===== config.mk =====
export PLATFORM = sky130hd
export DESIGN_NAME = mux_sel_arb_flat
export DESIGN_NICKNAME = d
export VERILOG_FILES = /design/src/rtl/mux_sel_arb_if.sv /design/src/rtl/mux_sel_arb.sv /design/src/flat_wrapper.sv
export SDC_FILE = /design/constraint.sdc
export NUM_CORES = 1
export LEC_CHECK = 0
export CORE_AREA = 5 5 42 44
export CTS_CLUSTER_DIAMETER = 80
export DETAILED_ROUTE_END_ITERATION = 8
export DIE_AREA = 0 0 47 49
export PLACE_DENSITY = 0.67
export SLEW_MARGIN = 20
export SYNTH_ARGS = -nofsm -noshare
export SYNTH_HDL_FRONTEND = slang
export SYNTH_SLANG_ARGS = --single-unit

===== constraint.sdc =====
create_clock -name clk -period 2.85 [get_ports clk]
set_input_delay 0.4275 -clock clk [delete_from_list [all_inputs] [get_ports clk]]
set_output_delay 0.4275 -clock clk [all_outputs]
set_load 0.02 [all_outputs]

===== src/rtl/mux_sel_arb_if.sv =====
// rtl/mux_sel_arb_if.sv - request/grant/select bundle between requesters and mux_sel_arb
interface mux_sel_arb_if;
    logic req0;
    logic req1;
    logic gnt0;
    logic gnt1;
    logic sel;
    logic busy;

    // Requester side: raises requests, observes grants and the mux select
    modport master (
        output req0,
        output req1,
        input  gnt0,
        input  gnt1,
        input  sel,
        input  busy
    );

    // Arbiter side
    modport slave (
        input  req0,
        input  req1,
        output gnt0,
        output gnt1,
        output sel,
        output busy
    );
endinterface


===== src/rtl/mux_sel_arb.sv =====
// rtl/mux_sel_arb.sv - round-robin arbiter driving a shared 2:1 mux select with guard cycles (optional MUX_SEL_ARB_MAX_HOLD_EN)
module mux_sel_arb #(
    parameter int GUARD_CYCLES = 2,
    parameter int MAX_HOLD     = 16
) (
    input  logic          clk,
    input  logic          rst,
    mux_sel_arb_if.slave  bus
);

    typedef enum logic [1:0] {
        ST_IDLE   = 2'd0,
        ST_GUARD  = 2'd1,
        ST_GRANT0 = 2'd2,
        ST_GRANT1 = 2'd3
    } state_t;

    // Out-of-range parameters are rejected while elaborating
    if (GUARD_CYCLES < 0 || GUARD_CYCLES > 15 || MAX_HOLD < 1 || MAX_HOLD > 255) begin : g_param_check
        $error("mux_sel_arb: GUARD_CYCLES must be 0..15 and MAX_HOLD 1..255");
    end

    // Guard counter load value; only used when GUARD_CYCLES is non-zero
    localparam int          GUARD_INIT_I = (GUARD_CYCLES > 0) ? GUARD_CYCLES - 1 : 0;
    localparam logic [3:0]  GUARD_INIT   = GUARD_INIT_I[3:0];
    localparam bit          NO_GUARD     = (GUARD_CYCLES == 0);

    state_t      r_state;
    state_t      w_state_next;
    logic        r_sel;
    logic        w_sel_next;
    logic        r_prio;
    logic        w_prio_next;
    logic [3:0]  r_guard_cnt;
    logic [3:0]  w_guard_next;

    logic        w_any_req;
    logic        w_win;
    logic        w_req_sel;
    logic        w_hold_done;

    // Winner selection: a lone request wins outright, a tie goes to the priority pointer
    always_comb begin
        w_any_req = bus.req0 | bus.req1;
        w_win     = r_prio;
        if (bus.req0 && !bus.req1) begin
            w_win = 1'b0;
        end else if (bus.req1 && !bus.req0) begin
            w_win = 1'b1;
        end
        w_req_sel = r_sel ? bus.req1 : bus.req0;
    end

`ifdef MUX_SEL_ARB_MAX_HOLD_EN
    localparam logic [7:0] HOLD_LIMIT = 8'(MAX_HOLD);

    logic [7:0]  r_hold_cnt;
    logic [7:0]  w_hold_inc;
    logic        w_in_grant;
    logic        w_other_req;

    // Hold counter: the value it takes at the end of this grant cycle, saturating at the limit;
    // the hand-over decision uses this value so the owner keeps exactly MAX_HOLD cycles
    always_comb begin
        w_in_grant  = (r_state == ST_GRANT0) || (r_state == ST_GRANT1);
        w_other_req = (r_state == ST_GRANT0) ? bus.req1 : bus.req0;
        w_hold_inc  = (r_hold_cnt >= HOLD_LIMIT) ? HOLD_LIMIT : r_hold_cnt + 8'd1;
        w_hold_done = w_in_grant && w_other_req && (w_hold_inc == HOLD_LIMIT);
    end

    // Hold counter register: zero outside GRANT, so every grant starts from zero
    always_ff @(posedge clk) begin
        if (rst) begin
            r_hold_cnt <= 8'd0;
        end else if (!w_in_grant || w_state_next == ST_IDLE) begin
            r_hold_cnt <= 8'd0;
        end else begin
            r_hold_cnt <= w_hold_inc;
        end
    end
`else
    // Without the hold limit a grant lasts until the owner releases it
    assign w_hold_done = 1'b0;
`endif

    // Next-state logic for state, select, priority pointer and guard counter
    always_comb begin
        w_state_next = r_state;
        w_sel_next   = r_sel;
        w_prio_next  = r_prio;
        w_guard_next = r_guard_cnt;

        case (r_state)
            ST_IDLE: begin
                if (w_any_req) begin
                    w_sel_next = w_win;
                    if ((w_win == r_sel) || NO_GUARD) begin
                        w_state_next = w_win ? ST_GRANT1 : ST_GRANT0;
                    end else begin
                        w_state_next = ST_GUARD;
                        w_guard_next = GUARD_INIT;
                    end
                end
            end

            ST_GUARD: begin
                if (!w_req_sel) begin
                    // Requester gave up while the mux settled: select stays switched,
                    // priority is untouched
                    w_state_next = ST_IDLE;
                end else if (r_guard_cnt == 4'd0) begin
                    w_state_next = r_sel ? ST_GRANT1 : ST_GRANT0;
                end else begin
                    w_guard_next = r_guard_cnt - 4'd1;
                end
            end

            ST_GRANT0: begin
                if (!bus.req0 || w_hold_done) begin
                    w_state_next = ST_IDLE;
                    w_prio_next  = 1'b1;
                end
            end

            ST_GRANT1: begin
                if (!bus.req1 || w_hold_done) begin
                    w_state_next = ST_IDLE;
                    w_prio_next  = 1'b0;
                end
            end

            default: begin
                w_state_next = ST_IDLE;
            end
        endcase
    end

    // State, select, priority and guard registers with synchronous reset
    always_ff @(posedge clk) begin
        if (rst) begin
            r_state     <= ST_IDLE;
            r_sel       <= 1'b0;
            r_prio      <= 1'b0;
            r_guard_cnt <= 4'd0;
        end else begin
            r_state     <= w_state_next;
            r_sel       <= w_sel_next;
            r_prio      <= w_prio_next;
            r_guard_cnt <= w_guard_next;
        end
    end

    // Grants and busy decode from the registered state only, so they cannot glitch
    assign bus.gnt0 = (r_state == ST_GRANT0);
    assign bus.gnt1 = (r_state == ST_GRANT1);
    assign bus.busy = (r_state != ST_IDLE);
    assign bus.sel  = r_sel;

endmodule

===== src/flat_wrapper.sv =====
// flat-port wrapper written by rule: the top's interface ports become plain ports
module mux_sel_arb_flat 
#(
    parameter int GUARD_CYCLES = 2,
    parameter int MAX_HOLD     = 16
)
  (clk, rst, bus_req0, bus_req1, bus_gnt0, bus_gnt1, bus_sel, bus_busy);
  mux_sel_arb_if bus_i ();
  input  logic clk;
  input  logic rst;
  input wire logic [$bits(bus_i.req0)-1:0] bus_req0;
  input wire logic [$bits(bus_i.req1)-1:0] bus_req1;
  output wire logic [$bits(bus_i.gnt0)-1:0] bus_gnt0;
  output wire logic [$bits(bus_i.gnt1)-1:0] bus_gnt1;
  output wire logic [$bits(bus_i.sel)-1:0] bus_sel;
  output wire logic [$bits(bus_i.busy)-1:0] bus_busy;
  assign bus_i.req0 = bus_req0;
  assign bus_i.req1 = bus_req1;
  assign bus_gnt0 = bus_i.gnt0;
  assign bus_gnt1 = bus_i.gnt1;
  assign bus_sel = bus_i.sel;
  assign bus_busy = bus_i.busy;
  mux_sel_arb #(.GUARD_CYCLES(GUARD_CYCLES), .MAX_HOLD(MAX_HOLD)) u_core (.clk(clk), .rst(rst), .bus(bus_i));
endmodule

==> flow_metrics.env <==
export IMPL_status="finished, final reports clean"
export IMPL_ant_nets=0
export IMPL_synth_fa_ha_area_share_pct=5.945
export IMPL_hpwl_um=944
export IMPL_tightest_slew_ps=680.1
export IMPL_yosys_area_share_simple_pct=19.75
export IMPL_gp_congestion=0.8304
export IMPL_dr_pass1_iters=5
export IMPL_critPathLaunch="u_core.r_state[0]"
export IMPL_synth_edf_count=0
export IMPL_nets=87
export IMPL_tritoncts="built"
export IMPL_grt_max_degree=17
export IMPL_syn_num_nets=79
export IMPL_io_pin_count=8
export IMPL_p_sw_mw=0.1924
export IMPL_cts_num_sinks=8
export IMPL_finalMaxSlewViolations=0
export IMPL_grt_pass1_vias=506
export IMPL_cts_buffers=3
export IMPL_start_util_pct=42.05
export IMPL_max_vdd_ir_drop_mv=0.2887
export IMPL_grt_overflow_total=0
export IMPL_min_delay_path_class="flip-flop to flip-flop"
export IMPL_yosysSeqAreaShare_pct=27.18
export IMPL_fmax_mhz=441.4
export IMPL_drt_iter0_markers=12
export IMPL_dp_slack_ps=390.5
export IMPL_n_fill_cell=141
export IMPL_synth_compound_area_share_pct=30.79
export IMPL_cts_hold_buf=0
export IMPL_multi_input_area_um2=376.6
export IMPL_r2r_start="u_core.r_state[0]"
export IMPL_synthMuxAreaShare_pct=7.431
export IMPL_p_seq_share_pct=36.5
export IMPL_rows=14
export IMPL_syn_area_per_cell_um2=8.073
export IMPL_cts_resized=0
export IMPL_vias_per_cell=5.695
export IMPL_switching_share_pct=41.26
export IMPL_vias=541
export IMPL_grt_pass1_wl_mm=2.152
export IMPL_setup_viol_count_final=0
export IMPL_yosys_warnings=0
export IMPL_critPathMaxFanout=16
export IMPL_startpoint_type="flip-flop"
export IMPL_synth_largest_area_cell="dfxtp_1"
export IMPL_antennaDiodeCount=0
export IMPL_synth_top_cell_area_share_pct=27.18
export IMPL_fin_crit_ps=2265
export IMPL_cts_root_buf="clkbuf_4"
export IMPL_cts_setup_buffers=0
export IMPL_power_frac_clock_pct=20.4
export IMPL_ys_async_sr_fraction_pct=0
export IMPL_maxCapViolations=0
export IMPL_synth_top_family_by_area="compound AO/OA/AOI/OAI gates"
export IMPL_p_per_area_mw_per_mm2=675.2
export IMPL_synth_cell_types=34
export IMPL_cts_htree_levels=1
export IMPL_cts_buffer_depth=2
export IMPL_critPathCaptureType="output port"
export IMPL_drive_above_1_share_pct=10.13
export IMPL_clock_latency_ps=270
export IMPL_fin_util_pct=49.29
export IMPL_yosys_most_used_dff="dfxtp_1"
export IMPL_regArea_um2=160.2
export IMPL_antenna_found_initial=0
export IMPL_die_w_um=47
export IMPL_crit_required_ps=2420
export IMPL_io_buffers=7
export IMPL_syn_inst=73
export IMPL_finClkSkew_ps=6.950
export IMPL_synth_commonest_cells="inv_1, dfxtp_1, nor2_1"
export IMPL_worstPathArrival_ps=1840
export IMPL_leakage_nw=0.2561
export IMPL_design_core_area_mm2=0.001401
export IMPL_synth_area_leaders="dfxtp_1, inv_1, ha_1"
export IMPL_drt_drc_violations_left=0
export IMPL_clk_pin_slew_ps=60
export IMPL_die_area_mm2=0.002303
export IMPL_rsz0062_at_grt="false"
export IMPL_setup_slack_ps=584.7
export IMPL_syn_area_um2=589.3
export IMPL_path_class="flip-flop to output port"
export IMPL_avgRoutedWirePerCell_um=13.52
export IMPL_p_int_mw=0.2740
export IMPL_track_usage_pct=12.76
export IMPL_min_from="u_core.r_prio"
export IMPL_die_y_um=49
export IMPL_slew_headroom_pct=54.56
export IMPL_finalCritPeriodShare_pct=79.48
export IMPL_synth_xor_area_share_pct=0
export IMPL_tns_ps=0
export IMPL_finalHoldViolCount=0
export IMPL_ys_ff_latch=8
export IMPL_drt_total_wl_mm=1.284
export IMPL_synth_most_common_cell="inv_1"
export IMPL_power_frac_comb_pct=43.1
export IMPL_synthToLayoutAreaGrowth_pct=17.20
-- per-stage QoR --
step | instances | hold WS [ps] | area, um^2 | power [mW]
after floorplan | 73 | 453.8 | 589.3 | 0.3088
after global placement | 92 | 464.3 | 668.1 | 0.3726
after detailed placement | 92 | 478.4 | 668.1 | 0.3734
after CTS | 95 | 488.6 | 690.7 | 0.4700
after global routing | 95 | 506.4 | 690.7 | 0.5033
final | 95 | 483.2 | 690.7 | 0.4664
-- cell type report --
cell class | count | area share [%]
Sequential cell | 8 | 23.19
Timing Repair Buffer | 8 | 11.23
Tap cell | 16 | 2.899
Clock buffer | 3 | 3.261
Inverter | 9 | 4.891
Multi-Input combinational cell | 51 | 54.53
-- power groups by stage --
stage                     combinational (mW)  sequential (mW)  clock (mW)
after global placement                 0.201            0.171           0
after CTS                              0.202            0.170      0.0977
after floorplan                        0.156            0.153           0
final                                  0.201            0.170      0.0953
after detailed placement               0.200            0.173           0
after global routing                   0.226            0.175       0.103
-- critical path, cell delays in order, from the launching register on --
cell             delay (ps)
dfxtp_1                 630
nor2_1                  190
inv_1                   140
clkdlybuf4s50_1         620
-- layout by cell type (no fill, tap or decap), types with 2 or more instances in the layout --
cell,netlist,final
ha_1,2,2
inv_1,9,9
nand2b_1,2,2
and2_1,2,2
clkdlybuf4s50_1,0,7
mux2_2,2,2
o211ai_1,2,2
nand2_1,2,2
a21o_1,2,2
dfxtp_1,8,8
o21ai_0,4,4
clkbuf_4,0,3
or4_1,3,3
a21oi_1,4,4
nor2_1,6,6
nor3b_1,2,2
-- logic make-up after synthesis --
group | after synthesis
compound gates | 24
fa+ha+maj | 3
buf+inv | 14
flops | 8
mux | 4
simple gates | 20
-- flip-flops by register name (all words and copies together), names as in the netlist --
name / count
u_core.r_guard_cnt: 4
u_core.r_state: 2
u_core.bus.sel: 1
u_core.r_prio: 1
-- metal layers --
metal	wire length [um]	part of all wire, %	up-vias	GRT usage (%)
li1	-	-	286	-
met1	643	50	243	17.00
met2	578	45	7	18.10
met3	34	2.6	5	2.583
met4	28	2.2	0	7.834
met5	0	0	-	0
-- final timing paths --
check	end	slack (ps)	depth (start not counted)
worst max-delay path	bus_busy	580	3
worst min-delay path	u_core.r_prio	480	2
worst max register to register	u_core.r_guard_cnt[3]	930	3
worst min register to register	u_core.r_prio	480	2
Power figures use the tool's default switching activity.
